<file path="src/rtl/fp_unit_driver.sv">
// Credit-based driver for a fixed-latency FP unit with an in-order result FIFO.
// Optional protocol checker enabled by defining FP_UNIT_DRIVER_CHECK_EN.
module fp_unit_driver #(
  parameter int LATENCY = 11,
  parameter int DEPTH   = 16
) (
  input  logic        clock,
  input  logic        reset_n,
  input  logic        req_valid,
  output logic        req_ready,
  input  logic [31:0] req_a,
  input  logic [31:0] req_b,
  output logic        fu_go,
  output logic [31:0] fu_a,
  output logic [31:0] fu_b,
  input  logic        fu_done,
  input  logic [31:0] fu_result,
  output logic        resp_valid,
  input  logic        resp_ready,
  output logic [31:0] resp_data,
  output logic        err
);

  localparam int CW = $clog2(DEPTH + 1);
  localparam int PW = $clog2(DEPTH);
  localparam logic [CW-1:0] DEPTH_C  = CW'(DEPTH);
  localparam logic [PW-1:0] LAST_PTR = PW'(DEPTH - 1);

  if (DEPTH < 2 || DEPTH > 64 || LATENCY < 1) begin : gBadParams
    $error("fp_unit_driver: DEPTH must be 2..64 and LATENCY at least 1");
  end

  logic          armed;
  logic [CW-1:0] reserved;
  logic [CW-1:0] inflight;
  logic [CW-1:0] count;
  logic [PW-1:0] wrPtr;
  logic [PW-1:0] rdPtr;
  logic [31:0]   mem [DEPTH];
  logic          reqHs;
  logic          respHs;
  logic          doneAcc;

  // armed keeps req_ready low during reset and raises it on the first edge after release
  assign req_ready  = armed && (reserved < DEPTH_C);
  assign resp_valid = (count != '0);
  assign resp_data  = resp_valid ? mem[rdPtr] : '0;

  assign reqHs   = req_valid && req_ready;
  assign respHs  = resp_valid && resp_ready;
  assign doneAcc = fu_done && (inflight != '0);

  always_ff @(posedge clock or negedge reset_n) begin
    if (!reset_n) begin
      armed    <= 1'b0;
      reserved <= '0;
      inflight <= '0;
      count    <= '0;
      wrPtr    <= '0;
      rdPtr    <= '0;
      fu_go    <= 1'b0;
      fu_a     <= '0;
      fu_b     <= '0;
    end else begin
      armed    <= 1'b1;
      reserved <= reserved + CW'(reqHs) - CW'(respHs);
      inflight <= inflight + CW'(fu_go) - CW'(doneAcc);
      count    <= count + CW'(doneAcc) - CW'(respHs);
      fu_go    <= reqHs;
      if (reqHs) begin
        fu_a <= req_a;
        fu_b <= req_b;
      end
      if (doneAcc) begin
        wrPtr <= (wrPtr == LAST_PTR) ? '0 : wrPtr + PW'(1);
      end
      if (respHs) begin
        rdPtr <= (rdPtr == LAST_PTR) ? '0 : rdPtr + PW'(1);
      end
    end
  end

  // Storage needs no reset: entries only become visible through count
  always_ff @(posedge clock) begin
    if (doneAcc) begin
      mem[wrPtr] <= fu_result;
    end
  end

`ifdef FP_UNIT_DRIVER_CHECK_EN
  logic [LATENCY-1:0] goShadow;
  logic               errReg;

  // The oldest shadow bit marks the cycle in which a legal done must arrive
  always_ff @(posedge clock or negedge reset_n) begin
    if (!reset_n) begin
      goShadow <= '0;
      errReg   <= 1'b0;
    end else begin
      goShadow[0] <= fu_go;
      for (int i = 1; i < LATENCY; i++) begin
        goShadow[i] <= goShadow[i-1];
      end
      if (fu_done && ((inflight == '0) || !goShadow[LATENCY-1])) begin
        errReg <= 1'b1;
      end
    end
  end

  assign err = errReg;
`else
  assign err = 1'b0;
`endif

endmodule
</file>
<file path="config.mk">
export PLATFORM = sky130hd
export DESIGN_NAME = fp_unit_driver
export DESIGN_NICKNAME = d
export VERILOG_FILES = /design/src/rtl/fp_unit_driver.sv
export SDC_FILE = /design/constraint.sdc
export NUM_CORES = 1
export LEC_CHECK = 0
export BUFFER_PORTS_ARGS = -buffer_cell sky130_fd_sc_hd__buf_4
export CORE_AREA = 5 5 257 196
export CTS_CLUSTER_SIZE = 25
export DETAILED_ROUTE_END_ITERATION = 10
export DIE_AREA = 0 0 262 201
export HOLD_SLACK_MARGIN = 0.03
export PLACE_DENSITY = 0.68
export SYNTH_ARGS = -nofsm -noshare
export SYNTH_HDL_FRONTEND = slang
export SYNTH_SLANG_ARGS = --single-unit
</file>
<file path="constraint.sdc">
create_clock -name clock -period 6 [get_ports clock]
set_input_delay 0.9 -clock clock [delete_from_list [all_inputs] [get_ports clock]]
set_output_delay 0.9 -clock clock [all_outputs]
set_load 0.01 [all_outputs]
</file>
==> run summary, run 1 <==
The floorplan has 70 rows. The number of antenna violations at the first check in global routing came out at 1. The number of buffers on the longest clock path is 3. The count of buffers from port buffering came out at 199. For the worst-skew pair, the clock arrives at the later sink with an insertion delay of 0.62 ns. Post-CTS timing repair inserted 0 buffers for setup. The maximum fanout along the worst path is 68. The required time of the critical path is ~5.1 ns. The root buffer selected by CTS is sky130_fd_sc_hd__clkbuf_16.

The global placement routability congestion came out at 0.757. The setup violation total in the final timing report came out at 0. The chip height came out at 201 µm. The worst setup path is captured at an output pin. The fmax is 0.220 GHz. Dividing the final minimum period by the clock period gives 75.8%.

After layout, the minimum clock period comes to 4.55 ns. CTS saw 601 sinks. The main combinational cell family by area after synthesis is multiplexers. The total DRC errors in the routed layout is 0. The flow ran to the end, and the final reports show no timing, DRC or antenna violations. The first-pass GRT wire length is 78.8 mm. The core region is 0.0479 mm².

For this run, the leading register cell type out of synthesis is sky130_fd_sc_hd__edfxtp_1. The netlist uses 40 different library cells. Detailed routing placed a total of 25.7 mm of wire on met2. The routed length per placed instance came out at 24.9 µm. The final antenna-violating net count is 0. The number of nets handed over by synthesis was 1309. The transition time of the tightest slew-check pin is 1.12 ns. Traced cell by cell, the critical path runs through nor2b_4 > buf_4 > a22oi_1 > a22oi_1 > o211ai_1 > buf_4. The die footprint is 0.0527 mm². The worst setup path is launched from a flop. TritonCTS built the clock tree. The number of pins exceeding their max-slew limit in the final report is 0. Across the run, the number of max-cap violations was 0. The aggregate negative setup slack came out at 0 ns. For this run, the slowest stage of the critical path takes 1.15 ns. The post-layout net count came out at 1530. The xor and xnor fraction of the mapped netlist area is 0.522%. The overall die width is 262 µm.

The global-route congestion overflow total is 0. The synthesized design contains 601 register bits. The post-detailed-route via-to-cell ratio is about 5.7.

The fraction of registers with async set or reset after synthesis is roughly 15%. The top cell types in the final layout, fill and taps aside, are sky130_fd_sc_hd__edfxtp_1 (512), sky130_fd_sc_hd__buf_4 (226), sky130_fd_sc_hd__mux4_2 (97). The via count is 12000.

The number of buffers created by CTS came out at 56. The portion of synthesized area spent on multiplexers is between 10% and 20%. The layout cell share with drive strength beyond 1 came out at 34.6%. Setup repair after global routing left no endpoint under its margin. In the detailed route, the total length drawn on met3 is 3.90 mm. The top layer used by detailed routing is met4. The adder-cell share of the synthesized area is 1.43%. After detailed routing, the wire length on met1 is 21.9 mm. The number of primary I/O pins came out at 201. The fraction of the mapped netlist area in simple logic gates came out at 2.08%. Data on the critical path arrives at its endpoint at about 3.7 ns.

The violation count after the first detailed-routing iteration is 1072. Detailed placement finished with a half-perimeter wire length of 28.9 mm. In the post-route analysis, the smallest setup slack over all paths is 1.45 ns.

Relative to the synthesized area, the layout overhead comes to 17.4%. The length of the first detailed-routing pass in iterations is 5. The worst pin sits at a relative slew slack of about a quarter. The Yosys warning count is 0. The count of flip-flops with a built-in enable after synthesis is 512. Dividing the synthesized area by the synthesized cell count gives 19.8 µm².

The number of levels the H-tree was split into came out at 2. Of the synthesized area, sequential elements account for around three quarters. The leading cell type in the layout, fill and taps excluded is sky130_fd_sc_hd__edfxtp_1. The number of gates resized after CTS came out at 0. The worst ir drop on vdd is 0.242 mV. The ratio of total power to cell area came out at around 490 mW/mm². The static leakage power is 0.00975 µW.

The cell area after technology mapping is 0.0235 mm². In this run the worst hold path is classified as in2async. Entering global routing, the biggest net connects 70 pins. Once the floorplan was initialized, standard cells occupied about half of the core.

On the critical path, the stage with the largest delay is an instance of sky130_fd_sc_hd__dfrtp_4. The detailed-route wire length is between 50 and 60 mm. Global routing used 19.9% of the available tracks across all layers. The number of buffers inserted for hold repair after clock tree synthesis came out at 0. The number of inserted filler cells in the final layout came out at 3577. The hold violation total from the final report came out at 0. The clock arrives with 0.0150 ns of skew. The critical path in this run is classified as reg2out.

The synthesized netlist devotes 3.67% of its cell area to compound gates. Counting every instance in the synthesized netlist gives 1183. After clock tree synthesis, the clock-pin slew on the worst setup and hold paths is 0.06 ns. The worst setup slack before clock tree synthesis is 2.06 ns.

The number of global-route vias before repair is 12500.
## final timing paths
path	startpoint	end	slack, ns	cells after the start
worst max-delay path	rdPtr[1]	resp_data[29]	1.45	6
worst min register to register	reserved[0]	reserved[0]	0.49	1
min in group clock	reserved[0]	reserved[0]	0.49	1
max in group asynchronous	reset_n	fu_b[21]	4.62	2
worst min-delay path	reset_n	rdPtr[0]	0.20	1
worst max register to register	inflight[3]	inflight[4]	2.64	14
## synthesized netlist by cell type (7+ instances only)
cell type,instances,area share [%]
sky130_fd_sc_hd__inv_1,34,0.54
sky130_fd_sc_hd__buf_2,23,0.49
sky130_fd_sc_hd__buf_6,8,0.38
sky130_fd_sc_hd__buf_4,7,0.22
sky130_fd_sc_hd__clkbuf_1,27,0.43
sky130_fd_sc_hd__edfxtp_1,512,66
sky130_fd_sc_hd__xnor2_1,10,0.37
sky130_fd_sc_hd__dfrtp_1,89,9.5
sky130_fd_sc_hd__a21oi_1,7,0.15
sky130_fd_sc_hd__a22oi_1,61,2.0
sky130_fd_sc_hd__and2_1,8,0.21
sky130_fd_sc_hd__nand3_1,37,0.79
sky130_fd_sc_hd__ha_1,22,1.2
sky130_fd_sc_hd__mux2i_1,62,2.6
sky130_fd_sc_hd__nand2_1,36,0.58
sky130_fd_sc_hd__mux4_2,97,9.3
sky130_fd_sc_hd__mux2_2,67,3.2
sky130_fd_sc_hd__o211ai_1,31,0.99
## flip-flops by register name, summed over array words and instances (netlist names)
signal and flops:
mem 512, fu_a 32, fu_b 32, count 5
inflight 5, reserved 5, rdPtr 4, wrPtr 4
armed 1, fu_go 1
## per-layer routing
layer  global-route usage [%]  vias to the layer above
met4                     4.72                        0
met3                     3.91                       61
met5                        0                        -
li1                         -                     5196
met1                     28.7                     6332
met2                     32.0                      452
## where the power goes
part           switching (µW)  internal, µW  leakage (µW)
logic                    2280          2070       0.00318
clock network            1510          1950      0.000890
registers                 426          5170       0.00568
total                    4220          9190       0.00975
## kinds of logic after synthesis
logic type,after synthesis
simple gates,99
buf+inv,100
compound gates,116
xor+xnor,14
fa+ha+maj,25
other cells,2
flops,601
mux,226
## per-stage QoR
| stage | instances | power, µW | instance area (µm²) | util (%) | hold slack [ns] |
|---|---|---|---|---|---|
| 2_1_floorplan | 1183 | 8300 | 23500 | - | 0.456 |
| 3_3_place_gp | 1994 | 10000 | 25700 | 53.7 | 0.467 |
| 3_5_place_dp | 1994 | 10100 | 25700 | 53.7 | 0.480 |
| 4_1_cts | 2100 | 13600 | 27500 | 57.5 | 0.170 |
| 5_1_grt | 2101 | 14100 | 27500 | 57.5 | 0.197 |
| 6_report | 2102 | 13400 | 27500 | 57.5 | 0.199 |
## worst max-delay path, delay by kind of cell, from the launching register on
kind                   cells  cell delay (ns)
and+or+nand+nor            1             0.60
AOI/OAI and AO/OA          3             0.62
buffers and inverters      2             0.67
DFF                        1             1.15
## final cells by class
type | count | area, µm² | share of cell area, %
clock buffers | 71 | 1500 | 5.44
multi-input cells | 482 | 5460 | 19.8
well taps | 648 | 811 | 2.94
flip-flops and latches | 601 | 17600 | 63.9
diodes | 2 | 5.00 | 0.0182
repair buffers | 228 | 1740 | 6.30
inverters | 35 | 131 | 0.477
clock inverters | 35 | 295 | 1.07
Power figures use the tool's default switching activity.
==> run 2: changes to the inputs <==
PLACE_DENSITY = 0.71   (was 0.68)
clock period = 3.9 ns   (was 6 ns; I/O delays follow)
==> run 2 against run 1 <==
Against the previous run:
- clock power is 54% higher
- combinational power is 58% higher
- clock-buffer cell count is 3 lower
- cell count is 0.62% higher
- sequential cell count stayed put
- critical path type unchanged
- largest cell class unchanged
==> run summary, run 2 (synthesized netlist as in run 1, its figures left out) <==
The worst ir drop on vdd came out at 0.425 mV (was 0.242 mV). The element type at the critical path start was a flop (unchanged). The global-route congestion overflow total came out at 0 (unchanged). The post-DP HPWL came out at 30.5 mm (was 28.9 mm).

The kind of cell adding the most delay to the critical path is simple AND/OR/NAND/NOR gates (was flip-flops). The length of the first detailed-routing pass in iterations came out at 5 (unchanged). The number of buffers created by CTS came out at 57 (was 56). The static leakage power came to 0.00985 µW (was 0.00975 µW). The total placed cells including tap cells came to 2007 (was 1994). The overall die width was 262 µm (unchanged).

The number of primary I/O pins came to 201 (unchanged). The total DRC errors in the routed layout came out at 0 (unchanged). The setup clock skew after layout was 0.0246 ns (was 0.0150 ns). The violation count after the first detailed-routing iteration was 1191 (was 1072). The worst setup slack before clock tree synthesis is 0.615 ns (was 2.06 ns). The maximum cell stage delay along the critical path is 0.68 ns (was 1.15 ns).

The initial cell density of the core is 49.0% (unchanged). The critical setup path kind was reg2out (unchanged). The number of inserted filler cells in the final layout came to 3533 (was 3577).

The number of gates resized after CTS came to 0 (unchanged). Commonest cells after routing, fill and taps aside: sky130_fd_sc_hd__edfxtp_1 (512), sky130_fd_sc_hd__buf_4 (237), sky130_fd_sc_hd__mux4_2 (97) (was sky130_fd_sc_hd__edfxtp_1 (512), sky130_fd_sc_hd__buf_4 (226), sky130_fd_sc_hd__mux4_2 (97)). The post-CTS setup buffer count came out at 2 (was 0). The final antenna-violating net count is 0 (unchanged). The area of the placeable core came out at 0.0479 mm² (unchanged). The end-of-flow core utilization is 57.8% (was 57.5%).

The critical-path cell with the highest stage delay is sky130_fd_sc_hd__and2_4 (was sky130_fd_sc_hd__dfrtp_4). The path category of the worst min-delay check is in2async (unchanged). The slack of the critical path came to 0.234 ns (was 1.45 ns).

The first-pass GRT wire length was 77.9 mm (was 78.8 mm). The worst path buffer plus inverter count came out at 2 (unchanged). The number of global-route vias before repair was 12500 (about the same).

The number of buffers inserted for hold repair after clock tree synthesis came out at 0 (unchanged). The setup violation total in the final timing report came out at 0 (unchanged). The post-layout net count came out at 1546 (was 1530). The flip-flop count of the largest register, all copies and words added was 512 (unchanged). The largest net degree at the start of global routing came to 66 (was 70).

The number of buffers on the longest clock path came to 3 (unchanged). Critical path, cell by cell: inv_1 > ha_1 > or4b_1 > and2_4 > a22oi_1 > o211ai_1 > buf_4 (was nor2b_4 > buf_4 > a22oi_1 > a22oi_1 > o211ai_1 > buf_4). The register with the most flip-flops is mem (unchanged). Largest registers: mem (512), fu_a (32), fu_b (32) (unchanged). The max capacitance violation total is 0 (unchanged). The required time of the critical path was 3.31 ns (was 5.10 ns). The maximum fanout along the worst path is 49 (was 68). The fmax came out at 0.273 GHz.

The post-detailed-route via-to-cell ratio came out at 5.68 (was 5.73). The count of buffers from port buffering came out at 199 (unchanged). The growth of design area from synthesis to finish is 18.0% (was 17.4%).

The leading cell type in the layout, fill and taps excluded is sky130_fd_sc_hd__edfxtp_1 (unchanged). The CTS clock-pin slew for the worst setup and hold paths came out at 0.06 ns (about the same). Result of the run: finished, final reports clean (unchanged). The hold violation total from the final report is 0 (unchanged). The transition time of the tightest slew-check pin came out at 0.978 ns (was 1.12 ns).

The number of levels the H-tree was split into came out at 2 (unchanged). The total global-route track usage was 19.7% (was 19.9%). The arrival time reported for the critical path endpoint is 3.08 ns (was 3.65 ns). Subtracting the final worst setup slack from the clock period gives 3.67 ns. The combined area of the multi-input logic cells is 0.00547 mm² (was 0.00546 mm²). The chip height is 201 µm (unchanged). The routed length per placed instance came to 24.5 µm (was 24.9 µm).

The number of pins exceeding their max-slew limit in the final report came to 0 (unchanged). The global placement routability congestion is 0.751 (was 0.757). The number of antenna violations at the first check in global routing came out at 1 (unchanged). The tightest slew margin relative to the limit is 34.8% (was 25.6%).

The register cell area after layout is 0.0176 mm² (unchanged). The layout cell share with drive strength beyond 1 came out at 35.4% (was 34.6%). The final critical path takes up 94.0% of the cycle.

Unrepaired setup endpoints after global routing: false (unchanged). The critical path endpoint category is an output pin (unchanged). The row count is 70 (unchanged). The number of sinks on the clock net came out at 601 (unchanged). The clock latency of the later-clocked register in the worst-skew pair is 0.61 ns (was 0.62 ns). The detailed-route wire length is 51.8 mm (was 52.3 mm). The root buffer selected by CTS was sky130_fd_sc_hd__clkbuf_16 (unchanged).

The TritonCTS clock tree was built (unchanged). The die footprint is 0.0527 mm² (unchanged). The ratio of total power to cell area is 747 mW/mm² (was 487 mW/mm²). The final cell count without fillers came out at 2115 (was 2102). The via count is 12000 (about the same).
run 2: changes by cell type in the layout (fill, tap and decap cells not counted), moves of 2 or more:
cell	before	now
sky130_fd_sc_hd__clkbuf_8	4	0
sky130_fd_sc_hd__clkinv_1	11	9
sky130_fd_sc_hd__buf_12	2	6
sky130_fd_sc_hd__buf_4	226	237
sky130_fd_sc_hd__clkinv_2	15	19
run 2: layout make-up:
| cell class | instances | share of cell area (%) |
|---|---|---|
| sequential | 601 | 63.6 |
| multi-input combinational | 482 | 19.7 |
| timing repair buffer | 243 | 6.86 |
| clock buffer | 68 | 5.30 |
| tap | 648 | 2.93 |
| clock inverter | 37 | 1.12 |
| inverter | 35 | 0.474 |
| antenna | 1 | 0.00903 |
run 2: metrics by stage:
| step | setup TNS (ns) | area [µm²] | hold slack (ns) | power, µW |
|---|---|---|---|---|
| floorplan | -43.92 | 23500 | 0.289 | 12800 |
| detailed placement | 0 | 25900 | 0.474 | 15600 |
| global route | 0 | 27700 | 0.120 | 21700 |
| global placement | 0 | 25900 | 0.463 | 15400 |
| CTS | 0 | 27700 | 0.0837 | 20900 |
| finish | 0 | 27700 | 0.0811 | 20700 |
run 2: worst paths after layout:
kind | end | from | slack (ns) | cells past startpoint
worst min-delay path | fu_b[2] | reset_n | 0.08 | 1
worst max register to register | count[4] | count[2] | 0.91 | 14
max in group asynchronous | fu_a[9] | reset_n | 2.93 | 2
worst max-delay path | resp_data[29] | count[2] | 0.23 | 7
min in group clock | fu_b[2] | req_b[2] | 0.22 | 2
worst min register to register | reserved[0] | reserved[0] | 0.48 | 1
run 2: routing by layer:
metal | vias to the layer above | track usage, % | routed length (µm)
li1 | 5230 | - | -
met1 | 6325 | 28.3 | 22000
met2 | 395 | 32.1 | 25700
met3 | 67 | 3.02 | 3040
met4 | 0 | 4.89 | 1020
met5 | - | 0 | 0
run 2: report_power, final:
part | total [µW] | internal, µW | switching [µW]
Combinational | 6890 | 3280 | 3600
Sequential | 8480 | 7960 | 524
Clock | 5330 | 3010 | 2320
Total | 20700 | 14300 | 6440
